--- config.mk ---
export PLATFORM = sky130hd
export DESIGN_NAME = pci_master_initiator
export DESIGN_NICKNAME = d
export VERILOG_FILES = /design/src/rtl/pci_master_initiator.sv
export SDC_FILE = /design/constraint.sdc
export NUM_CORES = 1
export LEC_CHECK = 0
export ABC_AREA = 1
export ABC_CLOCK_PERIOD_IN_PS = 2240
export CORE_UTILIZATION = 45
export CTS_CLUSTER_DIAMETER = 200
export DETAILED_ROUTE_END_ITERATION = 16
export PLACE_DENSITY = 0.8
export SYNTH_ARGS = -nofsm -noshare
export SYNTH_HDL_FRONTEND = slang
export SYNTH_SLANG_ARGS = --single-unit
--- constraint.sdc ---
create_clock -name CLK -period 2.24 [get_ports CLK]
set_clock_uncertainty 0.2 [all_clocks]
set_input_delay 0.336 -clock CLK [delete_from_list [all_inputs] [get_ports CLK]]
set_output_delay 0.336 -clock CLK [all_outputs]
set_load 0.01 [all_outputs]
--- src/rtl/pci_master_initiator.sv ---
// PCI bus initiator: accepts one burst request from local logic, runs the
// address phase, then 1..MAX_BURST data phases under IRDY/TRDY, and reports
// completion or master abort. FRAME, IRDY, TRDY and DEVSEL are active-low.
module pci_master_initiator #(
  parameter int MAX_BURST      = 16,
  parameter int LEN_W          = 5,
  parameter int DEVSEL_TIMEOUT = 5
) (
  input  logic             CLK,
  input  logic             RST,
  input  logic             req_valid,
  output logic             req_ready,
  input  logic [31:0]      req_addr,
  input  logic [3:0]       req_cmd,
  input  logic [3:0]       req_be,
  input  logic [LEN_W-1:0] req_len,
  input  logic [31:0]      wr_data,
  input  logic             wr_valid,
  output logic             wr_ready,
  output logic [31:0]      rd_data,
  output logic             rd_valid,
  output logic             done,
  output logic             abort,
  output logic [31:0]      AD_OUT,
  output logic             AD_OE,
  input  logic [31:0]      AD_IN,
  output logic [3:0]       C_BE_OUT,
  output logic             FRAME,
  output logic             IRDY,
  input  logic             TRDY,
  input  logic             DEVSEL
);

  localparam int CNT_W = $clog2(DEVSEL_TIMEOUT + 1);

  typedef enum logic [1:0] {
    IDLE,
    ADDR,
    DATA,
    ABORT
  } state_t;

  state_t           state;
  state_t           next_state;

  logic [31:0]      addr_q;
  logic [3:0]       cmd_q;
  logic [3:0]       be_q;
  logic             is_write;
  logic [LEN_W-1:0] remaining;
  logic [31:0]      buf_data;
  logic             buf_full;
  logic             claimed;
  logic [CNT_W-1:0] dev_cnt;

  logic             phase_done;
  logic             last_phase;
  logic             timeout;
  logic             irdy_int;
  logic [LEN_W-1:0] len_eff;

  // Zero-length requests run one phase; oversized ones are clamped to a full burst
  always_comb begin
    len_eff = req_len;
    if (req_len == '0) begin
      len_eff = LEN_W'(1);
    end else if (req_len > LEN_W'(MAX_BURST)) begin
      len_eff = LEN_W'(MAX_BURST);
    end
  end

  // State register
  always_ff @(posedge CLK or negedge RST) begin
    if (!RST) begin
      state <= IDLE;
    end else begin
      state <= next_state;
    end
  end

  // Next-state logic and bus drive; FRAME is released only alongside IRDY=0 on the final phase
  always_comb begin
    next_state = state;
    req_ready  = 1'b0;
    wr_ready   = 1'b0;
    FRAME      = 1'b1;
    irdy_int   = 1'b1;
    AD_OE      = 1'b0;
    AD_OUT     = '0;
    C_BE_OUT   = 4'hF;
    phase_done = 1'b0;
    last_phase = 1'b0;
    timeout    = 1'b0;
    case (state)
      IDLE: begin
        req_ready = 1'b1;
        if (req_valid) begin
          next_state = ADDR;
        end
      end
      ADDR: begin
        FRAME      = 1'b0;
        AD_OE      = 1'b1;
        AD_OUT     = addr_q;
        C_BE_OUT   = cmd_q;
        next_state = DATA;
      end
      DATA: begin
        C_BE_OUT = be_q;
        if (is_write) begin
          AD_OE    = 1'b1;
          AD_OUT   = buf_data;
          irdy_int = ~buf_full;
          wr_ready = ~buf_full;
        end else begin
          irdy_int = 1'b0;
        end
        last_phase = (remaining == LEN_W'(1));
        FRAME      = last_phase ? ~irdy_int : 1'b0;
        phase_done = ~irdy_int & ~TRDY;
        timeout    = ~claimed & DEVSEL & (dev_cnt == CNT_W'(DEVSEL_TIMEOUT - 1));
        if (timeout) begin
          next_state = ABORT;
        end else if (phase_done && last_phase) begin
          next_state = IDLE;
        end
      end
      ABORT: begin
        FRAME      = 1'b1;
        irdy_int   = 1'b0;
        C_BE_OUT   = be_q;
        next_state = IDLE;
      end
      default: begin
        next_state = IDLE;
      end
    endcase
    IRDY = irdy_int;
  end

  // Request latch, write buffer, DEVSEL watchdog, read capture and completion pulses
  always_ff @(posedge CLK or negedge RST) begin
    if (!RST) begin
      addr_q    <= '0;
      cmd_q     <= '0;
      be_q      <= 4'hF;
      is_write  <= 1'b0;
      remaining <= '0;
      buf_data  <= '0;
      buf_full  <= 1'b0;
      claimed   <= 1'b0;
      dev_cnt   <= '0;
      rd_data   <= '0;
      rd_valid  <= 1'b0;
      done      <= 1'b0;
      abort     <= 1'b0;
    end else begin
      rd_valid <= 1'b0;
      done     <= 1'b0;
      abort    <= 1'b0;
      case (state)
        IDLE: begin
          if (req_valid) begin
            addr_q    <= req_addr;
            cmd_q     <= req_cmd;
            be_q      <= req_be;
            is_write  <= req_cmd[0];
            remaining <= len_eff;
            buf_full  <= 1'b0;
          end
        end
        ADDR: begin
          dev_cnt <= '0;
          claimed <= 1'b0;
        end
        DATA: begin
          if (!DEVSEL) begin
            claimed <= 1'b1;
          end else if (!claimed) begin
            dev_cnt <= dev_cnt + CNT_W'(1);
          end
          if (wr_valid && wr_ready) begin
            buf_data <= wr_data;
            buf_full <= 1'b1;
          end
          if (phase_done) begin
            remaining <= remaining - LEN_W'(1);
            buf_full  <= 1'b0;
            if (!is_write) begin
              rd_data  <= AD_IN;
              rd_valid <= 1'b1;
            end
            if (last_phase && !timeout) begin
              done <= 1'b1;
            end
          end
        end
        ABORT: begin
          done     <= 1'b1;
          abort    <= 1'b1;
          buf_full <= 1'b0;
        end
        default: begin
        end
      endcase
    end
  end

endmodule
Word level (Yosys, flattened, before mapping)
Index checks and enable logic that the tools add are counted.
W data, S select, Z words.
- register bits after elaboration: 120
- output and inout bits: 76
- word-level logic and storage cells: 95
- $add $sub $neg: 2
- $lt $le $gt $ge: 1
- equality and inequality tests: 12
- muxes and demuxes: 40
- bitwise gates (word level): 8
- reductions and logical operators: 18
- operators by type and width (kind ; number):
    $pmux W32 S2 ; 1
    $mux W32 ; 1
    $mux W5 ; 4
    $mux W1 ; 19
    $reduce_and A3 Y1 ; 4
    $ne A2 B2 Y1 const B ; 5
    $pmux W1 S2 ; 5
    $pmux W5 S2 ; 1
    $pmux W2 S4 ; 1
    $pmux W4 S2 ; 1
    $reduce_and A2 Y1 ; 4
    $mux W2 ; 3
    $mux W3 ; 2
    $ne A3 B3 Y1 const B ; 2
    $pmux W3 S2 ; 1
    $eq A5 B1 Y1 const B ; 1
    $gt A5 B5 Y1 const B ; 1
    $logic_not A5 Y1 ; 1
    $not A1 Y1 ; 5
    $sub A5 B1 Y5 const B ; 1
    $eq A2 B2 Y1 const B ; 2
    $reduce_bool A2 Y1 ; 2
    $add A3 B1 Y3 const B ; 1
    $and A1 B1 Y1 ; 3
    8 further kinds ; 10

Longest topological paths before layout
- depth after elaboration: 9
- mapped depth: 9
- gate-level depth less buffers: 9

Worst setup path after synthesis
OpenSTA, ideal clock, no wires.
- kind: register -> output
- start point: register state[1]
- end point: output AD_OUT[0]
- data arrival time: 1.393 ns
- data required time: 1.704 ns
- path slack: 0.311 ns
- stages on the path, launching flop included: 7
- path buffers: 2
- cells stage by stage: dfrtp_1 -> inv_1 -> ha_1 -> buf_2 -> clkbuf_1 -> nand2_1 -> a21oi_1
- longest elaborated chain between the ends: 2
- ends and longest elaborated chain (item ; line ; source):
    start, declared ; 43 ; state_t state;
    start signal, assigned ; 77 ; state <= next_state;
    $eq A2 B2 Y1 / $eq A2 B1 Y1 (equally long branches) ; 94 ; case (state)
    $pmux W32 S2 * ; 94 ;
    end, declared ; 24 ; output logic [31:0] AD_OUT,
Mark *: on every way between the ends. The rest lies on a longest branch, timed or not.

Worst setup path in the final report
- start point: register state[0]
- end point: output AD_OUT[15]
Same word-level chain as after synthesis.

==> flow_summary.toml <==
[outcome]
status = "complete, but fails checks"
violations = "design-rule violations, negative setup slack"

[layout]
antenna_cells = 0
area_growth_pct = 60.5
drive_gt1_share_pct = 27.7
final_cells = 984
post-route-util_pct = 75.1
layout.nets = 953
stdcell_area_sq_um = 8720

[cts]
clock_path_buffers = 2
cts.sinks = 119
worstSkewPairLatency_ns = 0.42
cts_max_level = 4
cts-root-buf = "clkbuf_16"
cts_buffers = 17
clk_pin_slew_ns = 0.05
cts_tree = "built"

[pwr]
p_seq_share_pct = 30.1
total_power_mw = 12.7
p_clk_share_pct = 21.1
power_switching_mw = 4.84
p_leak_nw = 4.03
p_comb_share_pct = 48.8
peakVddDrop_mv = 0.660
p_int_mw = 7.83
p_per_area_nw_per_um2 = 1450
swShare_pct = 38.2

[synth]
ys.flop_type = "dfrtp_1"
synth_edf_count = 0
synth_area_sq_um = 5430
ys_seq_area_share_pct = 54.9
async_flop_share_pct = 100
netlist_instances = 609
synth_nets = 732
synth_common_cells = "270 x nand2_1, 115 x dfrtp_1, 44 x nand3_1, 39 x mux2_2, 38 x a21oi_1"
synth_top_area_share_pct = 53.0
yosys-top-cells-area = "dfrtp_1 53%, nand2_1 19%, mux2_2 8.1%, nand3_1 4.1%, a21oi_1 3.5%"
avgSynthCellArea_sq_um = 8.92
yosys_warnings = 0
synth_most_common_cell = "nand2_1"
synth-seq-cells = 119
yosysTopAreaCell = "dfrtp_1"
ys_types = 28

[floorplanning]
rows = 39
die_h_microns = 112
fp.coreArea_sq_um = 11600
start_util_pct = 46.8
die_w_microns = 112
die_area_sq_um = 12500
io_pins = 191

[timing]
final-hold-violation-count = 0
worstMarginPinSlew_ns = 0.421
maxSlewHeadroom_pct = 72.0
fin_crit_sh_pct = 109
rsz0062_at_grt = "yes"
timing.fmax_mhz = 411
fin_crit_ns = 2.43
maxSlewViolCount = 0
setup_viol = 39
timing.final.ws_setup_ns = -0.192

[run]
drv_cap = 0

[routing]
ant_nets = 0
wl_microns = 18800
via_per_inst = 5.54
avgRoutedWirePerCell_microns = 19.1
drc = 4
drt_iter0_markers = 423
vias = 5455
firstDrtPassIters = 11

[setup_path]
end_kind = "output pin"
crit_required_ns = 1.70
worstSetupPathType = "flip-flop to output pin"
critPathLaunchType = "flip-flop"
crit_fanout = 7
cp_data_arrival_time_ns = 1.90

[global_route]
grt_max_degree = 75
grt_pass1_wl_microns = 26900
grt_overflow_total = 0
grtUsageTotal_pct = 28.1
use_met3_pct = 6.42
grt_antenna_before_repair = 0
grt_pass1_vias = 5475
met1_usage_pct = 32.1
busiest_layer = "met2"
grtUsageMet2_pct = 46.7

[placement]
dp_hpwl_microns = 10800
place.port_buffers = 190
placed_area_sq_um = 7590
gp_congestion = 0.821
placedCellCount = 930

[worst_hold_path]
min_path_type = "input pin to asynchronous set/reset pin"
## state kept, by name, summed over array words and instances, names as in the netlist
| name | count |
|---|---|
| buf_data | 32 |
| addr_q | 32 |
| be_q | 4 |
| cmd_q | 4 |
| state | 2 |
| remaining | 5 |
| done | 1 |
| buf_full | 1 |
| abort | 1 |
| rd_valid | 1 |
| rd_data | 32 |
| dev_cnt | 3 |
| claimed | 1 |
## area by class of cell
type | instances | area [sq um]
inverter | 24 | 103
multi-input combinational | 434 | 2540
timing repair buffer | 234 | 2340
clock buffer | 22 | 484
fill | 731 | 2890
tap | 143 | 179
clock inverter | 8 | 97.6
sequential | 119 | 2980
## metrics by stage
step                setup slack (ns)  hold WS (ns)  setup TNS (ns)
CTS                          -0.0541         0.254          -0.647
global placement             -0.0810         0.140          -0.561
detailed placement            -0.119         0.148           -1.80
finish                        -0.192         0.255           -4.82
floorplan                      0.311        -0.160               0
global route                  -0.214         0.270           -6.21
## layer usage
layer | vias to the layer above | wire, microns
met5 | - | 0
met4 | 0 | 1120
met3 | 95 | 1360
met2 | 339 | 9500
met1 | 2633 | 6840
li1 | 2388 | -
## placed cells by master, fill, tap and decap left out, types with 4 or more instances in the layout
cell,n
nand2_1,263
clkdlybuf4s50_1,148
dfrtp_1,115
mux2_2,39
buf_2,33
nand3_1,28
a21oi_2,22
buf_4,21
clkbuf_16,20
inv_1,16
nand3_2,13
buf_6,13
buf_12,13
a21oi_4,9
nor2_1,9
nand2_2,8
o21ai_0,8
a21oi_1,7
inv_2,5
ha_1,4
dfstp_2,4
clkbuf_8,4
## worst max-delay path, cell delays in order (launching register included)
cell and delay, ns:
dfrtp_1 0.41, inv_2 0.13, ha_4 0.22, buf_12 0.14, buf_12 0.13, nand3_1 0.10, a21oi_2 0.18, buf_2 0.15
## power groups by stage
stage | Combinational [mW] | Clock (mW) | Sequential [mW]
floorplan | 2.42 | 0 | 3.73
global placement | 4.67 | 0 | 3.69
detailed placement | 4.83 | 0 | 3.71
CTS | 5.12 | 2.69 | 3.72
global route | 6.54 | 2.80 | 3.91
finish | 6.18 | 2.67 | 3.82
## what timing repair did
item                                   CTS  global route
setup endpoints to repair               41            43
cloned                                   2             3
endpoints found under the hold margin  119             0
hold buffers                             1             0
buffers inserted                        11             8
gates resized for setup                194            78
pin swaps                                4             8
## logic make-up after synthesis
logic type      after synthesis  share of synthesized area, %
simple gates                331                          24.4
mux                          39                          8.08
compound gates               56                          5.36
buf+inv                      56                          5.39
flops                       119                          54.9
fa+ha+maj                     8                          1.84
## final timing paths
check | from | end | slack [ns] | depth (start not counted)
setup / recovery | state[0] | AD_OUT[15] | -0.19 | 7
hold reg to reg | rd_data[1] | rd_data[1] | 0.27 | 2
setup reg to reg | state[0] | remaining[0] | 0.15 | 10
hold / removal | RST | addr_q[12] | 0.25 | 3
max in group asynchronous | RST | buf_data[26] | 1.19 | 3
min in group CLK | wr_data[25] | buf_data[25] | 0.26 | 3
No activity file was read; power rests on OpenSTA's default activity.
